--- src/rtl/i2c_target_responder.sv ---
// I2C target: synchronised SCL/SDA, START/Sr/STOP decode, address match, RX/TX byte ports.
// Optional I2C_TARGET_CLK_STRETCH_EN: stretch SCL on TX underrun instead of sending 8'hFF.
module i2c_target_responder #(
    parameter logic [6:0] SLV_ADDR    = 7'h22,
    parameter int         NUM_SYNC    = 2,
    parameter int         HOLD_CYCLES = 2
) (
    input  logic       clk_i,
    input  logic       rst_n_i,
    input  logic       scl_i,
    input  logic       sda_i,
    output logic       scl_drive_low_o,
    output logic       sda_drive_low_o,
    output logic [7:0] rx_data_o,
    output logic       rx_valid_o,
    input  logic       rx_ready_i,
    input  logic [7:0] tx_data_i,
    input  logic       tx_valid_i,
    output logic       tx_ready_o,
    output logic       start_o,
    output logic       stop_o,
    output logic       nack_o,
    output logic       underrun_o,
    output logic       busy_o
);

    localparam int NS = (NUM_SYNC < 2) ? 2 : NUM_SYNC;
    localparam int HW = (HOLD_CYCLES < 1) ? 1 : $clog2(HOLD_CYCLES + 1);

    typedef enum logic [2:0] {
        IDLE,
        ADDR,
        ADDR_ACK,
        WR_BYTE,
        WR_ACK,
        RD_BYTE,
        RD_ACK,
        IGNORE
    } state_t;

    state_t        state;
    logic [NS-1:0] scl_sync;
    logic [NS-1:0] sda_sync;
    logic          scl_p;
    logic          sda_p;
    logic          scl_s;
    logic          sda_s;
    logic          scl_rise;
    logic          scl_fall;
    logic          start_det;
    logic          stop_det;
    logic          hold_act;
    logic [HW-1:0] hold_cnt;
    logic          fall_evt;
    logic [3:0]    cnt;
    logic [3:0]    cnt_inc;
    logic [7:0]    shreg;
    logic [7:0]    sh_in;
    logic          rw;
    logic          ack_wr;
    logic          latch_pt;

    // Bus idles high, so the synchronisers come out of reset at 1.
    always_ff @(posedge clk_i or negedge rst_n_i) begin
        if (!rst_n_i) begin
            scl_sync <= '1;
            sda_sync <= '1;
            scl_p    <= 1'b1;
            sda_p    <= 1'b1;
        end else begin
            scl_sync <= {scl_sync[NS-2:0], scl_i};
            sda_sync <= {sda_sync[NS-2:0], sda_i};
            scl_p    <= scl_sync[NS-1];
            sda_p    <= sda_sync[NS-1];
        end
    end

    assign scl_s     = scl_sync[NS-1];
    assign sda_s     = sda_sync[NS-1];
    assign scl_rise  = scl_s & ~scl_p;
    assign scl_fall  = ~scl_s & scl_p;
    assign start_det = scl_s & scl_p & sda_p & ~sda_s;
    assign stop_det  = scl_s & scl_p & ~sda_p & sda_s;

    // Delayed falling-edge event: all SDA drive changes happen here.
    always_ff @(posedge clk_i or negedge rst_n_i) begin
        if (!rst_n_i) begin
            hold_act <= 1'b0;
            hold_cnt <= '0;
        end else if (start_det || stop_det) begin
            hold_act <= 1'b0;
        end else if (scl_fall) begin
            hold_act <= 1'b1;
            hold_cnt <= HW'(HOLD_CYCLES);
        end else if (hold_act) begin
            if (hold_cnt == '0) hold_act <= 1'b0;
            else                hold_cnt <= hold_cnt - 1'b1;
        end
    end

    assign fall_evt = hold_act && (hold_cnt == '0);
    assign cnt_inc  = (cnt == 4'd9) ? cnt : cnt + 4'd1;
    assign sh_in    = {shreg[6:0], sda_s};
    assign latch_pt = fall_evt && (cnt == 4'd9) &&
                      ((state == ADDR_ACK && rw) || state == RD_ACK);

`ifdef I2C_TARGET_CLK_STRETCH_EN
    logic          scl_drv;
    logic          stretch;
    logic          rel_act;
    logic [HW-1:0] rel_cnt;

    assign scl_drive_low_o = scl_drv;
    assign tx_ready_o      = tx_valid_i & ~start_det & ~stop_det &
                             (latch_pt | stretch);
`else
    assign scl_drive_low_o = 1'b0;
    assign tx_ready_o      = tx_valid_i & ~start_det & ~stop_det & latch_pt;
`endif

    always_ff @(posedge clk_i or negedge rst_n_i) begin
        if (!rst_n_i) begin
            state           <= IDLE;
            cnt             <= 4'd0;
            shreg           <= 8'h00;
            rw              <= 1'b0;
            ack_wr          <= 1'b0;
            sda_drive_low_o <= 1'b0;
            rx_data_o       <= 8'h00;
            rx_valid_o      <= 1'b0;
            start_o         <= 1'b0;
            stop_o          <= 1'b0;
            nack_o          <= 1'b0;
            underrun_o      <= 1'b0;
            busy_o          <= 1'b0;
`ifdef I2C_TARGET_CLK_STRETCH_EN
            scl_drv         <= 1'b0;
            stretch         <= 1'b0;
            rel_act         <= 1'b0;
            rel_cnt         <= '0;
`endif
        end else begin
            rx_valid_o <= 1'b0;
            start_o    <= 1'b0;
            stop_o     <= 1'b0;
            nack_o     <= 1'b0;
            underrun_o <= 1'b0;
            if (start_det) begin
                state           <= ADDR;
                cnt             <= 4'd0;
                busy_o          <= 1'b1;
                start_o         <= 1'b1;
                sda_drive_low_o <= 1'b0;
`ifdef I2C_TARGET_CLK_STRETCH_EN
                scl_drv         <= 1'b0;
                stretch         <= 1'b0;
                rel_act         <= 1'b0;
`endif
            end else if (stop_det) begin
                state           <= IDLE;
                cnt             <= 4'd0;
                busy_o          <= 1'b0;
                stop_o          <= 1'b1;
                sda_drive_low_o <= 1'b0;
`ifdef I2C_TARGET_CLK_STRETCH_EN
                scl_drv         <= 1'b0;
                stretch         <= 1'b0;
                rel_act         <= 1'b0;
`endif
            end else begin
                if (scl_rise) begin
                    cnt <= cnt_inc;
                    case (state)
                        ADDR: begin
                            shreg <= sh_in;
                            if (cnt == 4'd7) begin
                                rw <= sda_s;
                                if (sh_in[7:1] == SLV_ADDR) state <= ADDR_ACK;
                                else                        state <= IGNORE;
                            end
                        end
                        WR_BYTE: begin
                            shreg <= sh_in;
                            if (cnt == 4'd7) begin
                                ack_wr <= rx_ready_i;
                                state  <= WR_ACK;
                                if (rx_ready_i) begin
                                    rx_data_o  <= sh_in;
                                    rx_valid_o <= 1'b1;
                                end
                            end
                        end
                        RD_ACK: begin
                            if (cnt == 4'd8 && sda_s) begin
                                nack_o <= 1'b1;
                                state  <= IGNORE;
                            end
                        end
                        default: ;
                    endcase
                end
                if (fall_evt) begin
                    case (state)
                        ADDR_ACK: begin
                            if (cnt == 4'd8) begin
                                sda_drive_low_o <= 1'b1;
                            end else if (cnt == 4'd9) begin
                                sda_drive_low_o <= 1'b0;
                                cnt             <= 4'd0;
                                state           <= rw ? RD_BYTE : WR_BYTE;
                            end
                        end
                        WR_ACK: begin
                            if (cnt == 4'd8) begin
                                sda_drive_low_o <= ack_wr;
                            end else if (cnt == 4'd9) begin
                                sda_drive_low_o <= 1'b0;
                                cnt             <= 4'd0;
                                state           <= WR_BYTE;
                            end
                        end
                        RD_BYTE: begin
                            if (cnt == 4'd8) begin
                                sda_drive_low_o <= 1'b0;
                                state           <= RD_ACK;
                            end else begin
                                sda_drive_low_o <= ~shreg[7];
                                shreg           <= {shreg[6:0], 1'b0};
                            end
                        end
                        RD_ACK: begin
                            if (cnt == 4'd9) begin
                                cnt   <= 4'd0;
                                state <= RD_BYTE;
                            end
                        end
                        default: ;
                    endcase
                end
                // MSB goes on the bus at the latch point; the rest shifts out.
                if (latch_pt) begin
                    if (tx_valid_i) begin
                        shreg           <= {tx_data_i[6:0], 1'b0};
                        sda_drive_low_o <= ~tx_data_i[7];
                    end else begin
`ifdef I2C_TARGET_CLK_STRETCH_EN
                        scl_drv         <= 1'b1;
                        stretch         <= 1'b1;
                        sda_drive_low_o <= 1'b0;
`else
                        shreg           <= 8'hFE;
                        sda_drive_low_o <= 1'b0;
                        underrun_o      <= 1'b1;
`endif
                    end
                end
`ifdef I2C_TARGET_CLK_STRETCH_EN
                if (stretch && tx_valid_i) begin
                    stretch         <= 1'b0;
                    shreg           <= {tx_data_i[6:0], 1'b0};
                    sda_drive_low_o <= ~tx_data_i[7];
                    rel_act         <= 1'b1;
                    rel_cnt         <= HW'(HOLD_CYCLES);
                end
                if (rel_act) begin
                    if (rel_cnt == '0) begin
                        rel_act <= 1'b0;
                        scl_drv <= 1'b0;
                    end else begin
                        rel_cnt <= rel_cnt - 1'b1;
                    end
                end
`endif
            end
        end
    end

endmodule

--- config.mk ---
export PLATFORM = sky130hd
export DESIGN_NAME = i2c_target_responder
export DESIGN_NICKNAME = d
export VERILOG_FILES = /design/src/rtl/i2c_target_responder.sv
export SDC_FILE = /design/constraint.sdc
export NUM_CORES = 1
export LEC_CHECK = 0
export CAP_MARGIN = 40
export CORE_MARGIN = 3
export CORE_UTILIZATION = 50
export CTS_CLUSTER_DIAMETER = 120
export CTS_CLUSTER_SIZE = 25
export DETAILED_ROUTE_END_ITERATION = 12
export PLACE_DENSITY = 0.79
export SLEW_MARGIN = 30
export SYNTH_ARGS = -nofsm -noshare
export SYNTH_HDL_FRONTEND = slang
export SYNTH_SLANG_ARGS = --single-unit
--- constraint.sdc ---
create_clock -name clk_i -period 6.3 [get_ports clk_i]
set_clock_uncertainty 0.05 [all_clocks]
set_input_delay 1.26 -clock clk_i [delete_from_list [all_inputs] [get_ports clk_i]]
set_output_delay 1.26 -clock clk_i [all_outputs]
set_load 0.01 [all_outputs]
# --- After elaboration in Yosys (flattened, before gate mapping) ---
# Index checks and enable logic that the tools add are counted.
totals:
  register_bits: 41
  output_inout_bits: 17
  in_bits: 14
op_classes:
  n_bitwise: 19
  eq_ne: 11
  n_addsub: 2
  n_reduce_logical: 20
  muxes: 69
op_table:
  columns: ["operator", "count"]
  rows:
  - ["8-bit two-way mux", 7]
  - ["3-bit two-way mux", 15]
  - ["1-bit two-way mux", 33]
  - ["4-bit two-way mux", 7]
  - ["3-bit one-hot mux with 4 select lines", 1]
  - ["1-bit bitwise AND", 10]
  - ["5-bit AND reduction", 2]
  - ["3-bit == test, second input constant", 3]
  - ["1-bit NOT", 9]
  - ["3-bit one-hot mux with 3 select lines", 1]
  - ["4-bit == test, second input constant", 2]
  - ["4-bit one-hot mux with 2 select lines", 1]
  - ["7-bit by 6-bit == test with 1-bit output, second input constant", 1]
  - ["3-bit by 2-bit == test with 1-bit output, second input constant", 2]
  - ["2-bit two-way mux", 3]
  - ["6-bit AND reduction", 1]
  - ["6-bit nonzero test", 1]
  - ["1-bit logical AND", 5]
  - ["4-bit by 1-bit adder with 4-bit output, second input constant", 1]
  - ["4-bit by 3-bit == test with 1-bit output, second input constant", 1]
  - ["2-bit AND reduction", 2]
  - ["2-bit nonzero test", 2]
  - ["4-bit nonzero test", 1]
  - ["2-bit OR reduction", 2]
  - ["other kinds (7)", 8]

# --- Logic depth before layout (Yosys ltp) ---
# Gate-level depths: netlist of run 1.
logic_depth:
  depth_word: 11
  depth_mapped: 8

# --- Worst setup path before layout of run 1 ---
# No wires, ideal clock.
synth_timing:
  kind: "reg2out"
  startpoint: "reg cnt[1]"
  endpoint: "out tx_ready_o"
  path_buffers: 2
  path_stages_with_launch: 9
  t_required_ps: 4990
  arrival_ps: 1968
  slack_ps: 3022
  path_cell_list: "dfrtp_1 -> inv_1 -> ha_1 -> nand3b_4 -> or4b_4 -> buf_6 -> or3_1 -> buf_2 -> inv_1"
synth_between:
  elab_chain_len: 4
synth_rtl:
  columns: ["item", "line", "rtl"]
  rows:
  - ["start, declared", "55", "logic [3:0] cnt;"]
  - ["start signal, assigned", "172", "cnt <= cnt_inc;"]
  - ["4-bit == test", "104", "assign latch_pt = fall_evt && (cnt == 4'd9) &&"]
  - ["1-bit logical AND (2 in series)", "104", null]
  - ["1-bit bitwise AND", "118", "assign tx_ready_o = tx_valid_i & ~start_det & ~stop_det & latch_pt;"]
  - ["end, declared", "19", "output logic tx_ready_o,"]
# No other way between the ends.

# --- Worst setup path in the final report of run 1 ---
layout_timing:
  startpoint: "in tx_valid_i"
  endpoint: "out tx_ready_o"
layout_between:
  elab_chain_len: 3
layout_rtl:
  columns: ["item", "line", "rtl"]
  rows:
  - ["start, declared", "18", "input logic tx_valid_i,"]
  - ["1-bit bitwise AND (3 in series)", "118", null]
# No other way between the ends.

==> results of run 1 <==
report_power, final:
| group | internal [mW] | switching (mW) |
|---|---|---|
| clock | 0.129 | 0.0887 |
| sequential | 0.316 | 0.0562 |
| combinational | 0.0900 | 0.0857 |
per-stage QoR:
stage / hold slack [ns] / instances / instance area (sq um)
floorplan: 0.2952 / 187 / 2042
global placement: 0.2959 / 255 / 2341
detailed placement: 0.2987 / 256 / 2369
CTS: 0.3098 / 264 / 2485
global route: 0.3154 / 265 / 2490
finish: 0.3093 / 265 / 2490
final timing paths:
kind                       slack (ns)                    end  depth (start not counted)             startpoint
max reg2reg                      3.87   shreg[1]$_DFFE_PN0P_                          6       cnt[1]$_DFF_PN0_
min in group asynchronous        0.84     state[0]$_DFF_PN0_                          1                rst_n_i
min reg2reg                      0.31  sda_sync[1]$_DFF_PN1_                          0  sda_sync[0]$_DFF_PN1_
max                              2.06             tx_ready_o                          5             tx_valid_i
min                              0.31  sda_sync[1]$_DFF_PN1_                          0  sda_sync[0]$_DFF_PN1_
max in group asynchronous        4.82  sda_sync[0]$_DFF_PN1_                          2                rst_n_i
cells by family after synthesis:
logic type	after synthesis
simple gates	61
compound gates	42
flops	41
buf+inv	23
mux	10
fa+ha+maj	5
xor+xnor	4
other cells	1
synthesized netlist by cell type (2+ instances only):
library cell | instances | area (sq um)
a211oi_1 | 4 | 30.03
and2_1 | 2 | 12.51
ha_1 | 4 | 50.05
nor3_1 | 2 | 10.01
nand2_1 | 8 | 30.03
xnor2_1 | 2 | 17.52
and3b_1 | 2 | 17.52
inv_1 | 14 | 52.55
dfrtp_1 | 35 | 875.8
nand2b_1 | 2 | 12.51
clkbuf_1 | 6 | 22.52
o221a_1 | 6 | 67.56
nor2b_1 | 7 | 43.79
or3_1 | 8 | 50.05
xor2_1 | 2 | 17.52
nand4_1 | 2 | 12.51
o32ai_1 | 3 | 26.28
mux2_2 | 9 | 101.4
and3_1 | 4 | 25.02
a21oi_1 | 3 | 15.01
dfstp_2 | 6 | 157.7
a31oi_1 | 6 | 37.54
o21ai_0 | 8 | 40.04
a21o_1 | 2 | 15.01
nor2_1 | 7 | 26.28
nand3_1 | 6 | 30.03
worst max-delay path, delay by kind of cell:
kind,cells,cell delay (ns)
buf+inv,4,1.19
simple gates,1,0.49
registers in the layout (all words and copies together) (netlist names), 2 cells and up:
| signal | flops |
|---|---|
| cnt | 4 |
| hold_cnt | 2 |
| rx_data_o | 8 |
| scl_sync | 2 |
| sda_sync | 2 |
| shreg | 8 |
| state | 3 |
cell type report:
type	count	area share, %
Multi-Input combinational cell	123	36.53
Clock inverter	1	1.206
Tap cell	48	2.412
Sequential cell	41	41.51
Clock buffer	7	3.467
Timing Repair Buffer	31	12.76
Inverter	14	2.111
metal layers:
| metal | GRT usage, % | up-vias | wire length (um) |
|---|---|---|---|
| met3 | 6.187 | 5 | 230 |
| li1 | - | 737 | - |
| met4 | 6.596 | 0 | 61 |
| met1 | 26.00 | 778 | 1960 |
| met2 | 31.79 | 48 | 2219 |
| met5 | 0 | - | 0 |
==> summary.md, run 1 <==
| Metric | Value |
|---|---|
| Fill count | 300 |
| Total grt overflow | 0 |
| Root buf cell | clkbuf_8 |
| Syn. warnings | 0 |
| Sequential area share after synthesis | 50.61% |
| Initial Util | 53.75% |
| # diodes | 0 |
| Max Cap Viol | 0 |
| Minimum clock period | 4.242 ns |
| Vias in the first global route | 1619 |
| Fin Setup TNS | 0 ns |
| Buffers added on ports | 29 |
| DRC errors left | 0 |
| Final setup fails | 0 |
| Post-DRT Antenna Nets | 0 |
| Number of flops mapped to enable cells by yosys | 0 |
| Crit end category | output pin |
| Total CTS buffers | 5 |
| Final wirelength | 4472 um |
| Later-pin clock latency in the skew report | 0.30 ns |
| Fin. Hold Viols | 0 |
| H-tree levels | 2 |
| Util after Layout | 65.55% |
| Synth-to-Final Area Change | 21.94% |
| Hold/Removal Path Class | reg -> reg |
| Layout cells sized above 1 | 13.82% |
| GPL Wtd Cong | 0.9744 |
| Number of synthesized register bits | 41 |
| Reg area | 0.001033 sq mm |
| CP Launch Type | input port |
| WL per Instance | 16.88 um |
| Crit-path cells | clkdlybuf4s50_1 -> inv_1 -> or3_1 -> inv_1 -> clkdlybuf4s50_1 |
| Initial antenna violation count | 0 |
| 1st-pass router iterations | 4 |
| Vias per Instance | 5.917 |
| Mapped Area | 0.002042 sq mm |
| Max VDD drop | 152.1 uV |
| Crit-path max FO | 7 |
| Largest family of logic cells by synthesized area | simple AND/OR/NAND/NOR gates |
| Final Max Tran Viols | 0 |
| Dpl hpwl | 3289 um |
| Largest net degree at the start of global routing | 26 |
| Worst-Margin Slew | 0.6046 ns |
| Ys async rst share | 100.0% |
| TritonCTS clock tree | built |
| Total power | 0.7661 mW |
| Period utilization | 67.34% |
| Multi-input logic area | 909.6 sq um |
| Power Dens Cells | 307.7 mW/mm^2 |
| Cts hold-fix bufs | 0 |
| DRT iter0 DRCs | 201 |
| Setup WS post-layout | 2.058 ns |
| RSZ-0062 raised after global routing | no |
| Commonest non-fill, non-tap cell in the layout | dfrtp_1 |
| Vias | 1568 |
| Max Clk Rate | 235.7 MHz |
| Status | completed |
| Crit path DAT | 2.93 ns |
| Crit path max-delay cell type | clkdlybuf4s50_1 |
| Max clock buf depth | 2 |
| Nets | 234 |
| Synth Area in Compound Gates | 15.38% |
| Main synth FF type | dfrtp_1 |
| Total Routing Usage GR | 20.00% |
| Clk sink count | 41 |
| Worst-path clk slew | 0.07 ns |
| Most frequent cells in the layout | dfrtp_1 (35), clkdlybuf4s50_1 (28), inv_1 (14) |
| FP Rows | 22 |
| Gate Count Post-Synth | 187 |
| Req. time, crit path | 4.99 ns |
| Avg Cell Area, Syn | 10.92 sq um |
| Post-Synth XOR/XNOR Area | 1.716% |
| Die Area | 0.004887 sq mm |
| Synth unique cells | 53 |
| Die X | 69.91 um |
| Worst rel slew slack | 59.51% |
| Post-cts sizing count | 0 |
| Static Leak | 1.093 nW |
| CP max stage delay | 0.53 ns |
| Syn_nets | 205 |
| Place WS | 2.062 ns |
| CP Class | in -> out |
| Die height | 69.91 um |
| Core ar. | 0.003799 sq mm |
| Synth Area in Adders | 2.941% |
| Top Ports | 31 |
| Setup bufs post-CTS | 0 |
| Simple-gate share of the synthesized area | 18.87% |
| First-pass GRT wire length | 7748 um |
| Mux cell area share after synthesis | 5.453% |
Power figures use the tool's default switching activity.
==> run 2: changes to the inputs <==
Clock period 6.3 ns to 4.3 ns, I/O delays scaled along.
==> summary.md, run 2 (same netlist as run 1, synthesis figures left out) <==
| Metric | Value |
|---|---|
| Status | completed (unchanged) |
| Routed length on met3 | 386 um (was 230 um) |
| WL per Instance | 17.17 um (was 16.88 um) |
| Req. time, crit path | 3.39 ns (was 4.99 ns) |
| Buffers added on ports | 29 (unchanged) |
| Initial antenna violation count | 0 (unchanged) |
| Met2 wire length | 2092 um (was 2219 um) |
| Static Leak | 1.094 nW (was 1.093 nW) |
| # diodes | 0 (unchanged) |
| Worst-case reg-to-reg path depth | 6 (unchanged) |
| Nets | 234 (unchanged) |
| Largest net degree at the start of global routing | 27 (was 26) |
| Initial Util | 53.75% (unchanged) |
| Most frequent cells in the layout | dfrtp_1 (35), clkdlybuf4s50_1 (28), inv_1 (14) (unchanged) |
| Die X | 69.91 um (unchanged) |
| Layout cells sized above 1 | 13.82% (unchanged) |
| Worst setup startpoint | cnt[1]$_DFF_PN0_ (was tx_valid_i) |
| CP Launch Type | register (was input port) |
| Synth-to-Final Area Change | 22.06% (was 21.94%) |
| Period utilization | 88.20% |
| Minimum clock period | 3.793 ns |
| GPL Wtd Cong | 0.9177 (was 0.9744) |
| Clk sink count | 41 (unchanged) |
| Max clock buf depth | 2 (unchanged) |
| Crit. path cell count | 7 (was 5) |
| Total CTS buffers | 5 (unchanged) |
| Reg-to-Reg End | shreg[1]$_DFFE_PN0P_ (unchanged) |
| 1st-pass router iterations | 4 (unchanged) |
| Uppermost layer routed | met4 (unchanged) |
| Crit-path cells | inv_1 -> ha_1 -> nand3b_4 -> or4b_4 -> or3_1 -> inv_1 -> clkdlybuf4s50_1 (was clkdlybuf4s50_1 -> inv_1 -> or3_1 -> inv_1 -> clkdlybuf4s50_1) |
| Power Dens Cells | 450.4 mW/mm^2 (was 307.7 mW/mm^2) |
| Crit path DAT | 2.88 ns (was 2.93 ns) |
| Final wirelength | 4549 um (was 4472 um) |
| Vias | 1613 (was 1568) |
| Design Area, Final | 0.002492 sq mm (was 0.002490 sq mm) |
| Root buf cell | clkbuf_8 (unchanged) |
| FP Rows | 22 (unchanged) |
| Fill count | 285 (was 300) |
| Top Ports | 31 (unchanged) |
| Max Clk Rate | 263.7 MHz |
| RSZ-0062 raised after global routing | no (unchanged) |
| Max VDD drop | 282.7 uV (was 152.1 uV) |
| Post-cts sizing count | 0 (unchanged) |
| Largest registers | rx_data_o x8, shreg x8, cnt x4 (unchanged) |
| H-tree levels | 2 (unchanged) |
| Reg-to-Reg Start | cnt[1]$_DFF_PN0_ (unchanged) |
| Total Routing Usage GR | 20.12% (was 20.00%) |
| Fin. Hold Viols | 0 (unchanged) |
| TritonCTS clock tree | built (unchanged) |
| Later-pin clock latency in the skew report | 0.30 ns (about the same) |
| CP endpoint | tx_ready_o (unchanged) |
| Max Cap Viol | 0 (unchanged) |
| Total grt overflow | 0 (unchanged) |
| Cts hold-fix bufs | 0 (unchanged) |
| Vias per Instance | 6.087 (was 5.917) |
| DRC errors left | 0 (unchanged) |
| Reg area | 0.001033 sq mm (unchanged) |
| Hold/Removal Path Class | reg -> reg (unchanged) |
| Worst-Margin Slew | 0.6119 ns (was 0.6046 ns) |
| Core ar. | 0.003799 sq mm (unchanged) |
| Bufs and invs on worst path | 3 (was 4) |
| CP delay by family, top | simple AND/OR/NAND/NOR gates (was buffers and inverters) |
| Vias in the first global route | 1612 (was 1619) |
| Dpl hpwl | 3329 um (was 3289 um) |
| Metal1 wirelength | 1943 um (was 1960 um) |
| CP max stage delay | 0.62 ns (was 0.53 ns) |
| Fin Setup TNS | 0 ns (unchanged) |
| Crit end category | output pin (unchanged) |
| Final Max Tran Viols | 0 (unchanged) |
| Setup bufs post-CTS | 0 (unchanged) |
| Post-DRT Antenna Nets | 0 (unchanged) |
| Placement Cell Area | 0.002376 sq mm (was 0.002369 sq mm) |
| First-pass GRT wire length | 7728 um (was 7748 um) |
| Die height | 69.91 um (unchanged) |
| Most frequent cell on the critical path | inv_1 |
| DRT iter0 DRCs | 156 (was 201) |
| Commonest non-fill, non-tap cell in the layout | dfrtp_1 (unchanged) |
| Die Area | 0.004887 sq mm (unchanged) |
| Reg2reg setup slack | 1.88 ns (was 3.87 ns) |
| CP Class | reg -> out (was in -> out) |
| Crit path max-delay cell type | or4b_4 (was clkdlybuf4s50_1) |
| Crit-path max FO | 8 (was 7) |
| Multi-input logic area | 909.6 sq um (unchanged) |
| Worst rel slew slack | 59.01% (was 59.51%) |
| Final setup fails | 0 (unchanged) |
| Worst-path clk slew | 0.07 ns (about the same) |
run 2: cell counts in the layout (fill, tap and decap cells not counted):
Identical to the previous run, type by type.
run 2: area by class of cell:
class                      count  area share, %
inverter                      14          2.108
timing repair buffer          31          12.85
sequential                    41          41.47
clock inverter                 1          1.205
multi-input combinational    123          36.50
tap                           48          2.410
clock buffer                   7          3.464
run 2: through the flow:
stage / hold slack, ns / util, % / power (mW) / cells / setup slack [ns]
finish: 0.3090 / 65.61 / 1.122 / 265 / 0.5075
global route: 0.3165 / 65.61 / 1.198 / 265 / 0.3652
CTS: 0.3101 / 65.61 / 1.127 / 265 / 0.5131
detailed placement: 0.2979 / 62.55 / 0.8095 / 257 / 0.8428
global placement: 0.2974 / 61.82 / 0.7837 / 256 / 0.8923
floorplan: 0.2952 / - / 0.7161 / 187 / 1.422
run 2: how the worst min path moves through the flow:
stage | slack [ns] | end | from | cells past startpoint
after floorplan | 0.30 | scl_sync[1]$_DFF_PN1_ | scl_sync[0]$_DFF_PN1_ | 0
after global placement | 0.30 | scl_sync[1]$_DFF_PN1_ | scl_sync[0]$_DFF_PN1_ | 0
after detailed placement | 0.30 | sda_sync[1]$_DFF_PN1_ | sda_sync[0]$_DFF_PN1_ | 0
after CTS | 0.31 | sda_sync[1]$_DFF_PN1_ | sda_sync[0]$_DFF_PN1_ | 0
after global routing | 0.32 | sda_sync[1]$_DFF_PN1_ | sda_sync[0]$_DFF_PN1_ | 0
final | 0.31 | sda_sync[1]$_DFF_PN1_ | sda_sync[0]$_DFF_PN1_ | 0
run 2: power breakdown:
group	leakage, nW	total, mW	switching [mW]	internal, mW
Clock	0.0585	0.318	0.128	0.189
Combinational	0.533	0.256	0.126	0.130
Sequential	0.503	0.549	0.0851	0.464
Total	1.09	1.12	0.340	0.783
run 2: layer usage:
metal	global-route usage, %	up-vias
met5	0	-
li1	-	732
met4	7.872	0
met1	25.82	774
met2	32.00	89
met3	5.899	18
==> run 3: changes to the inputs <==
Settings changed: HOLD_SLACK_MARGIN from default to 0.1, TNS_END_PERCENT from default to 10.
==> results of run 3 <==
The final DEF is identical to that of run 2; final timing and power are the same.
